===== src/rtl/debounce_pkg.sv =====
// rtl/debounce_pkg.sv - shared debouncer FSM state type and tick divisor helper
package debounce_pkg;

  typedef enum logic [1:0] {
    IDLE   = 2'd0,
    ARM    = 2'd1,
    HIGH   = 2'd2,
    DISARM = 2'd3
  } db_state_t;

  // Clock cycles per sample tick; never less than one so the divider always advances
  function automatic int calc_div(input logic [27:0] f_clk, input logic [27:0] f_tick);
    int unsigned q;
    if (f_tick == '0) return 1;
    q = 32'(f_clk / f_tick);
    return (q < 1) ? 1 : int'(q);
  endfunction

endpackage


===== src/rtl/tick_divider.sv =====
// rtl/tick_divider.sv - free-running divider producing a one-cycle tick every DIV clocks
module tick_divider #(
  parameter int DIV = 2
) (
  input  logic sys_clk_in,
  input  logic reset,
  output logic tick
);

  localparam int CW = (DIV > 1) ? $clog2(DIV) : 1;
  localparam logic [CW-1:0] LAST = CW'(DIV - 1);

  logic [CW-1:0] div_cnt;

  always_ff @(posedge sys_clk_in or negedge reset) begin
    if (!reset) begin
      div_cnt <= '0;
    end else if (div_cnt == LAST) begin
      div_cnt <= '0;
    end else begin
      div_cnt <= div_cnt + CW'(1);
    end
  end

  assign tick = (div_cnt == LAST);

endmodule


===== src/rtl/button_debouncer.sv =====
// rtl/button_debouncer.sv - synchronise, sample and debounce one push button (BTN_RELEASE_PULSE_EN adds a release strobe)
module button_debouncer
  import debounce_pkg::*;
#(
  parameter logic [27:0] clk_freq      = 28'd1000_0000,
  parameter logic [27:0] debounce_freq = 28'd500_0000,
  parameter int          STABLE_TICKS  = 4
) (
  input  logic sys_clk_in,
  input  logic reset,
  input  logic btn_raw,
  output logic btn_level,
  output logic btn_pulse,
  output logic press_flag
`ifdef BTN_RELEASE_PULSE_EN
  ,
  output logic btn_release_pulse
`endif
);

  localparam int DIV = calc_div(clk_freq, debounce_freq);
  localparam logic [3:0] ST = 4'(STABLE_TICKS);

  logic      s1;
  logic      btn_sync;
  logic      tick;
  db_state_t state;
  logic [3:0] stab_cnt;
  logic      press_accept;
  logic      release_accept;

  always_ff @(posedge sys_clk_in or negedge reset) begin
    if (!reset) begin
      s1       <= 1'b0;
      btn_sync <= 1'b0;
    end else begin
      s1       <= btn_raw;
      btn_sync <= s1;
    end
  end

  tick_divider #(.DIV(DIV)) u_tick (
    .sys_clk_in (sys_clk_in),
    .reset      (reset),
    .tick       (tick)
  );

  // With a single required tick the first agreeing sample is accepted directly
  always_comb begin
    press_accept   = 1'b0;
    release_accept = 1'b0;
    if (tick) begin
      case (state)
        IDLE:    press_accept   = btn_sync && (ST == 4'd1);
        ARM:     press_accept   = btn_sync && (stab_cnt + 4'd1 == ST);
        HIGH:    release_accept = !btn_sync && (ST == 4'd1);
        DISARM:  release_accept = !btn_sync && (stab_cnt + 4'd1 == ST);
        default: ;
      endcase
    end
  end

  always_ff @(posedge sys_clk_in or negedge reset) begin
    if (!reset) begin
      state      <= IDLE;
      stab_cnt   <= 4'd0;
      btn_level  <= 1'b0;
      btn_pulse  <= 1'b0;
      press_flag <= 1'b0;
    end else begin
      btn_pulse <= press_accept;
      if (press_accept) begin
        state      <= HIGH;
        stab_cnt   <= 4'd0;
        btn_level  <= 1'b1;
        press_flag <= ~press_flag;
      end else if (release_accept) begin
        state     <= IDLE;
        stab_cnt  <= 4'd0;
        btn_level <= 1'b0;
      end else if (tick) begin
        case (state)
          IDLE: if (btn_sync) begin
            state    <= ARM;
            stab_cnt <= 4'd1;
          end
          ARM: if (btn_sync) begin
            stab_cnt <= stab_cnt + 4'd1;
          end else begin
            state    <= IDLE;
            stab_cnt <= 4'd0;
          end
          HIGH: if (!btn_sync) begin
            state    <= DISARM;
            stab_cnt <= 4'd1;
          end
          DISARM: if (!btn_sync) begin
            stab_cnt <= stab_cnt + 4'd1;
          end else begin
            state    <= HIGH;
            stab_cnt <= 4'd0;
          end
          default: begin
            state    <= IDLE;
            stab_cnt <= 4'd0;
          end
        endcase
      end
    end
  end

`ifdef BTN_RELEASE_PULSE_EN
  always_ff @(posedge sys_clk_in or negedge reset) begin
    if (!reset) begin
      btn_release_pulse <= 1'b0;
    end else begin
      btn_release_pulse <= release_accept;
    end
  end
`endif

endmodule

===== config.mk =====
export PLATFORM = sky130hd
export DESIGN_NAME = button_debouncer
export DESIGN_NICKNAME = d
export VERILOG_FILES = /design/src/rtl/debounce_pkg.sv /design/src/rtl/tick_divider.sv /design/src/rtl/button_debouncer.sv
export SDC_FILE = /design/constraint.sdc
export NUM_CORES = 1
export LEC_CHECK = 0
export CAP_MARGIN = 40
export CELL_PAD_IN_SITES_DETAIL_PLACEMENT = 0
export CELL_PAD_IN_SITES_GLOBAL_PLACEMENT = 1
export CORE_UTILIZATION = 40
export CTS_BUF_LIST = sky130_fd_sc_hd__clkbuf_8
export CTS_CLUSTER_DIAMETER = 120
export DETAILED_ROUTE_END_ITERATION = 8
export PLACE_DENSITY = 0.74
export SKIP_LAST_GASP = 1
export SYNTH_ARGS = -nofsm -noshare
export SYNTH_HDL_FRONTEND = slang
export SYNTH_SLANG_ARGS = --single-unit

===== constraint.sdc =====
create_clock -name sys_clk_in -period 1.31 [get_ports sys_clk_in]
set_input_delay 0.3275 -clock sys_clk_in [delete_from_list [all_inputs] [get_ports sys_clk_in]]
set_output_delay 0.3275 -clock sys_clk_in [all_outputs]
set_load 0.01 [all_outputs]

==> results of run 1 <==
[worst max-delay path, cell delays in order, from the launching register on]
cell and delay (ns):
dfrtp_1 0.46, xor2_2 0.30, o21ai_1 0.16, a32o_1 0.23
[sequential cells by signal, indices dropped and copies added (netlist names)]
| name | cells |
|---|---|
| stab_cnt | 4 |
| state | 2 |
| btn_level | 1 |
| btn_pulse | 1 |
| btn_sync | 1 |
| press_flag | 1 |
| s1 | 1 |
| u_tick.tick | 1 |
[kinds of logic after synthesis]
group,after synthesis,share of synthesized area
and+or+nand+nor,9,0.1562
xor gates and xnor gates,2,0.04663
adders and majority gates,1,0.02331
buffers and inverters,4,0.02796
muxes,1,0.02098
DFF,12,0.5594
AOI/OAI and AO/OA,13,0.1655
[what timing repair did]
| action | 4_1_cts | 5_1_grt |
|---|---|---|
| gates resized for setup | 4 | 3 |
| setup endpoints to repair | 4 | 3 |
| gates cloned | 0 | 0 |
[layer usage]
| metal | up-vias | track usage | share of wire | routed length [um] |
|---|---|---|---|---|
| met1 | 203 | 0.2038 | 0.45 | 473 |
| li1 | 174 | - | - | - |
| met5 | - | 0 | 0 | 0 |
| met4 | 0 | 0.07759 | 0.013 | 14 |
| met2 | 12 | 0.2833 | 0.49 | 523 |
| met3 | 4 | 0.05202 | 0.044 | 46 |
[cells in the final DEF, fill, tap and decap left out, types with 2 or more instances in the layout]
cell type	instances
o2bb2ai_1	2
clkbuf_8	4
nand2_1	2
buf_4	2
clkdlybuf4s50_1	2
inv_1	3
dfrtp_1	11
o21ai_0	4
a32o_1	2
dlygate4sd2_1	3
[stage by stage]
step           cells  utilization  hold slack, ns
6_report          66       0.5865          0.3663
4_1_cts           66       0.5716          0.3650
2_1_floorplan     42            -         0.03191
3_5_place_dp      62       0.5256          0.3528
5_1_grt           66       0.5865          0.3711
3_3_place_gp      62       0.5256          0.3383
[area by class of cell]
class	instances	area share
inverter	3	0.01639
tap	14	0.02550
multi-input combinational	26	0.3497
timing repair buffer	7	0.08925
sequential	12	0.4390
clock buffer	4	0.08015
[power breakdown]
| group | internal (mW) | leakage (nW) | total (mW) | switching [mW] |
|---|---|---|---|---|
| sequential | 0.446 | 0.151 | 0.557 | 0.111 |
| combinational | 0.126 | 0.119 | 0.274 | 0.149 |
| clock | 0.266 | 0.0288 | 0.411 | 0.146 |
[worst paths after layout]
check / start / to / slack, ns / cells after the start
worst max register to register: state[1] / stab_cnt[3] / 0.04 / 3
max in group asynchronous: reset / stab_cnt[0] / 0.76 / 2
worst min register to register: s1 / btn_sync / 0.37 / 0
worst max-delay path: state[1] / stab_cnt[3] / 0.04 / 3
min in group asynchronous: reset / u_tick.tick / 0.39 / 2
worst min-delay path: s1 / btn_sync / 0.37 / 0
==> metrics.txt, run 1 <==
Yosys top cell by area dfrtp_1; vias in the first global route 387; Final period util 0.9692; post-route setup TNS 0 ns; WP data arrival 1.40 ns; Setup WS post-layout between 0.04 and 0.05 ns; worst vdd ir slightly below 0.8 mV; synthesized instance count 42; number of synthesized flops with an enable pin 0; Skew-Pair Late Insertion Delay 0.24 ns; most common cell in the synthesized netlist dfrtp_1; share of cells above drive strength 1 0.2500; Final Setup Violations 0; post-CTS setup buffers 0; Final Wtd Congestion 0.8620; crit path max fanout 5; Die Span Y 38.63 um; Syn Nets between 40 and 50; initial antenna violation count 0; CP Class reg -> reg; TritonCTS Buffers 3; achievable clock frequency 0.7876 GHz; Startpoint Class flip-flop; leakage power 0.2986 nW; drt pass-1 iters 4; Post-synth top cells dfrtp_1, o21ai_0, inv_1; Congestion Overflow GR 0; max-capacitance violation count 0; Tot GR Track Use 0.1720; port bufs 5; Hold Buf Count CTS 0; post-route cell area approximately 700 um2; via count 393; minimum clock period ~1.3 ns; Longest Clk Path Bufs 2; Design Power between 1 and 1.5 mW; DRC 0; largest net degree at the start of global routing 13; detailed-route wire length per cell 16.02 um; worst hold path type reg -> reg; post-synth top area share 0.5594; Slew Viols, Final 0; Row Count 12; top_reg_cell synth dfrtp_1; async set-or-reset flop fraction in the synthesized netlist 1.000; synthesis-to-finish area growth 27.97%; floorplan die width 38.63 um; first-pass GRT wire length 1649 um; NumNets Final 57; Cell variety after synth 23; die area between 0.001 and 0.0015 mm2; Sequential Area 301.5 um2; Final Routed Wirelength between 1000 and 1500 um; total power divided by cell area 1809 mW/mm2; Setup Skew 0.001548 ns; DP HPWL ~720 um; Clock Sinks 12; H-tree levels 1; area of the multi-input gates approximately 240 um2; via-per-instance ratio ~6; diodes inserted 0; Syn Area/Cell 12.78 um2; YS warnings 0; clock transition at the registers of the reported paths 0.06 ns; clock root cell clkbuf_8; Critical Path RT 1.44 ns; num ports 6; Fillers 102; post-synthesis cell area 536.8 um2; placed cell area 615.6 um2; Hold Fails Final Rpt 0; CTS tree yes; Initial Utilization 0.4583; sequential fraction of the synthesis area 0.5594; initial detailed-routing violation count 11; ANT nets after route 0; synth top area cells dfrtp_1, nand4bb_4, a32o_1; DP Worst Slack 0.02399 ns; worst-margin pin slew about 0.28 ns; Core ar. 0.001171 mm2; FF+latch count, synth 12; CP endpoint kind flip-flop; Slew Limit Headroom 0.8111; status finished, final reports clean
No activity file was read; power rests on OpenSTA's default activity.
==> inputs of run 2 (changes only) <==
==> constraint.sdc (replaced) <==
create_clock -name sys_clk_in -period 1.05 [get_ports sys_clk_in]
set_input_delay 0.2625 -clock sys_clk_in [delete_from_list [all_inputs] [get_ports sys_clk_in]]
set_output_delay 0.2625 -clock sys_clk_in [all_outputs]
set_load 0.01 [all_outputs]
==> run 2 against run 1 <==
  * The flow now finishes with violations (setup timing)
  * Via count is 8.7% higher
  * Clock skew is 0.0030 ns higher
  * Non-clock buffer count rose by 10
  * Sequential power increased by 17%
  * Cell count up 15%
  * Worst setup slack worse by 0.25 ns
  * Final area rose by 8.2%
==> metrics.txt, run 2 (synthesized netlist as in run 1, its figures left out) <==
Final Routed Wirelength 1083 um (+2.5%); switching power 0.5113 mW (+26%); Tot GR Track Use 0.1658 (-0.006143); detailed-route wire length per cell 14.25 um (-11%); status complete, but fails checks; post-route cell area 743.2 um2 (+8.2%); worst hold path type in -> async; via-per-instance ratio 5.618 (-5.6%); Skew-Pair Late Insertion Delay 0.24 ns (about the same); worst-margin pin slew 0.2703 ns (-0.01118 ns); CP endpoint kind flip-flop; clock root cell clkbuf_8; port bufs 5 (unchanged); post-layout util 0.6346 (+0.04808); Clock Power Share 0.260 (-0.071); floorplan die width 38.63 um (unchanged); synthesis-to-finish area growth 38.46%; num ports 6 (unchanged); worst vdd ir 1.081 mV (+36%); CTS tree yes; vias in the first global route 376 (-2.8%); Row Count 12 (unchanged); placed cell area 681.9 um2 (+11%); diodes inserted 0 (unchanged); Sw Ratio 0.3188 (-0.007139); initial detailed-routing violation count 12 (+1); drt pass-1 iters 4 (unchanged); via count 427 (+8.7%); largest net degree at the start of global routing 13 (unchanged); Slew Viols, Final 0 (unchanged); slowest stage delay, CP 0.42 ns (-0.04 ns); minimum clock period 1.261 ns (-0.008446 ns); max-capacitance violation count 0 (unchanged); clock transition at the registers of the reported paths 0.05 ns (about the same); Setup WS post-layout -0.2112 ns (-0.2516 ns); Final Wtd Congestion 0.8119 (-5.8%); initial antenna violation count 0 (unchanged); Clock Sinks 12 (unchanged); RSZ-0062 raised after global routing yes; Final period util 1.201 (+0.2320); Congestion Overflow GR 0 (unchanged); Longest Clk Path Bufs 2 (unchanged); CP Class reg -> reg; commonest non-fill, non-tap cell in the layout buf_4; origin of the critical flop-to-flop path stab_cnt[0]; WP data arrival 1.38 ns (-0.02 ns); most frequent cells in the layout buf_4, dfrtp_1, inv_1, o21ai_1, clkbuf_8; critical path's slowest cell dfrtp_1; leakage power 0.3415 nW (+14%); combinational power share 0.334 (+0.113); Critical Path RT 1.17 ns (-0.27 ns); total power divided by cell area 2158 mW/mm2 (+19%); Setup Skew 0.004587 ns (+0.003038 ns); DRC 0 (unchanged); share of cells above drive strength 1 0.4194 (+0.1694); violated checks setup timing; Hold Fails Final Rpt 0 (unchanged); H-tree levels 1 (unchanged); largest registers stab_cnt: 4 flops, state: 2 flops; DP HPWL 738.4 um (+2.2%); Slew Limit Headroom 0.8186 (+0.007503); Design Power 1.604 mW (+29%); first-pass GRT wire length 1559 um (-5.5%); achievable clock frequency 0.7929 GHz (+0.67%); die area 0.001492 mm2 (unchanged); internal power 1.093 mW (+30%); Biggest register stab_cnt; Core ar. 0.001171 mm2 (unchanged); Die Span Y 38.63 um (unchanged); ANT nets after route 0 (unchanged); max reg flops 4 (unchanged); TritonCTS Buffers 3 (unchanged); NumNets Final 67 (+18%); crit path max fanout 4 (-1); Final Setup Violations 8 (+8); register share of total power 0.406 (-0.042); critical path startpoint stab_cnt[0]; Initial Utilization 0.4583 (unchanged); CP Cell Sequence ha_4 > and4bb_2 > a31oi_1 > a21oi_1; Startpoint Class flip-flop
## run 2: cell types whose count changed in the layout (fill, tap and decap cells not counted), moves of 2 or more
cell | previous run | this run
buf_2 | 0 | 2
o21ai_1 | 1 | 4
o21ai_0 | 4 | 1
dlygate4sd2_1 | 3 | 0
buf_4 | 2 | 12
## run 2: through the flow
step           TNS [ns]  instances  hold WS (ns)  setup WS, ns
6_report         -1.073         76        0.3228       -0.2112
5_1_grt          -1.460         76        0.3322       -0.2336
4_1_cts          -1.163         73        0.3309       -0.1769
3_5_place_dp     -1.156         69        0.3563       -0.1847
3_3_place_gp    -0.9522         69        0.3439       -0.1469
2_1_floorplan   -0.3517         42      -0.03309       -0.1190
## run 2: power groups by stage
stage	registers [mW]	logic (mW)	clock network (mW)
floorplan	0.645	0.262	0
global placement	0.652	0.474	0
detailed placement	0.656	0.488	0
global route	0.661	0.581	0.448
CTS	0.650	0.476	0.423
finish	0.651	0.535	0.417
## run 2: path summary, 6_finish.rpt
check	to	slack (ns)	depth (start not counted)
worst max-delay path	btn_level	-0.21	4
worst min-delay path	stab_cnt[1]	0.32	2
worst max register to register	btn_level	-0.21	4
worst min register to register	btn_sync	0.37	0
max in group asynchronous	u_tick.tick	0.56	2
min in group sys_clk_in	btn_sync	0.37	0
## run 2: timing repair
action | 4_1_cts | 5_1_grt
hold buffers | 0 | 0
resized for setup | 12 | 2
buffers inserted | 0 | 3
pin swaps | 9 | 2
hold endpoints to repair | 0 | 0
setup endpoints to repair | 11 | 10
## run 2: cell type report
class,count,area [um2]
Fill cell,92,427.9
Sequential cell,12,301.5
Multi-Input combinational cell,26,242.7
Timing Repair Buffer,17,125.1
Clock buffer,3,41.29
Tap cell,14,17.52
Inverter,3,11.26
Clock inverter,1,3.754
## run 2: per-layer routing
layer,global-route usage,vias up,wire length [um]
met1,0.1698,212,451
met4,0.07759,0,14
met3,0.07514,2,66
met2,0.2833,17,550
met5,0,-,0
li1,-,196,-
## run 2: worst max-delay path: cells and delay by family (launching register included)
kind / cells / cell delay [ns]
compound gates: 2 / 0.27
fa+ha+maj: 1 / 0.20
flops: 1 / 0.42
simple gates: 1 / 0.25
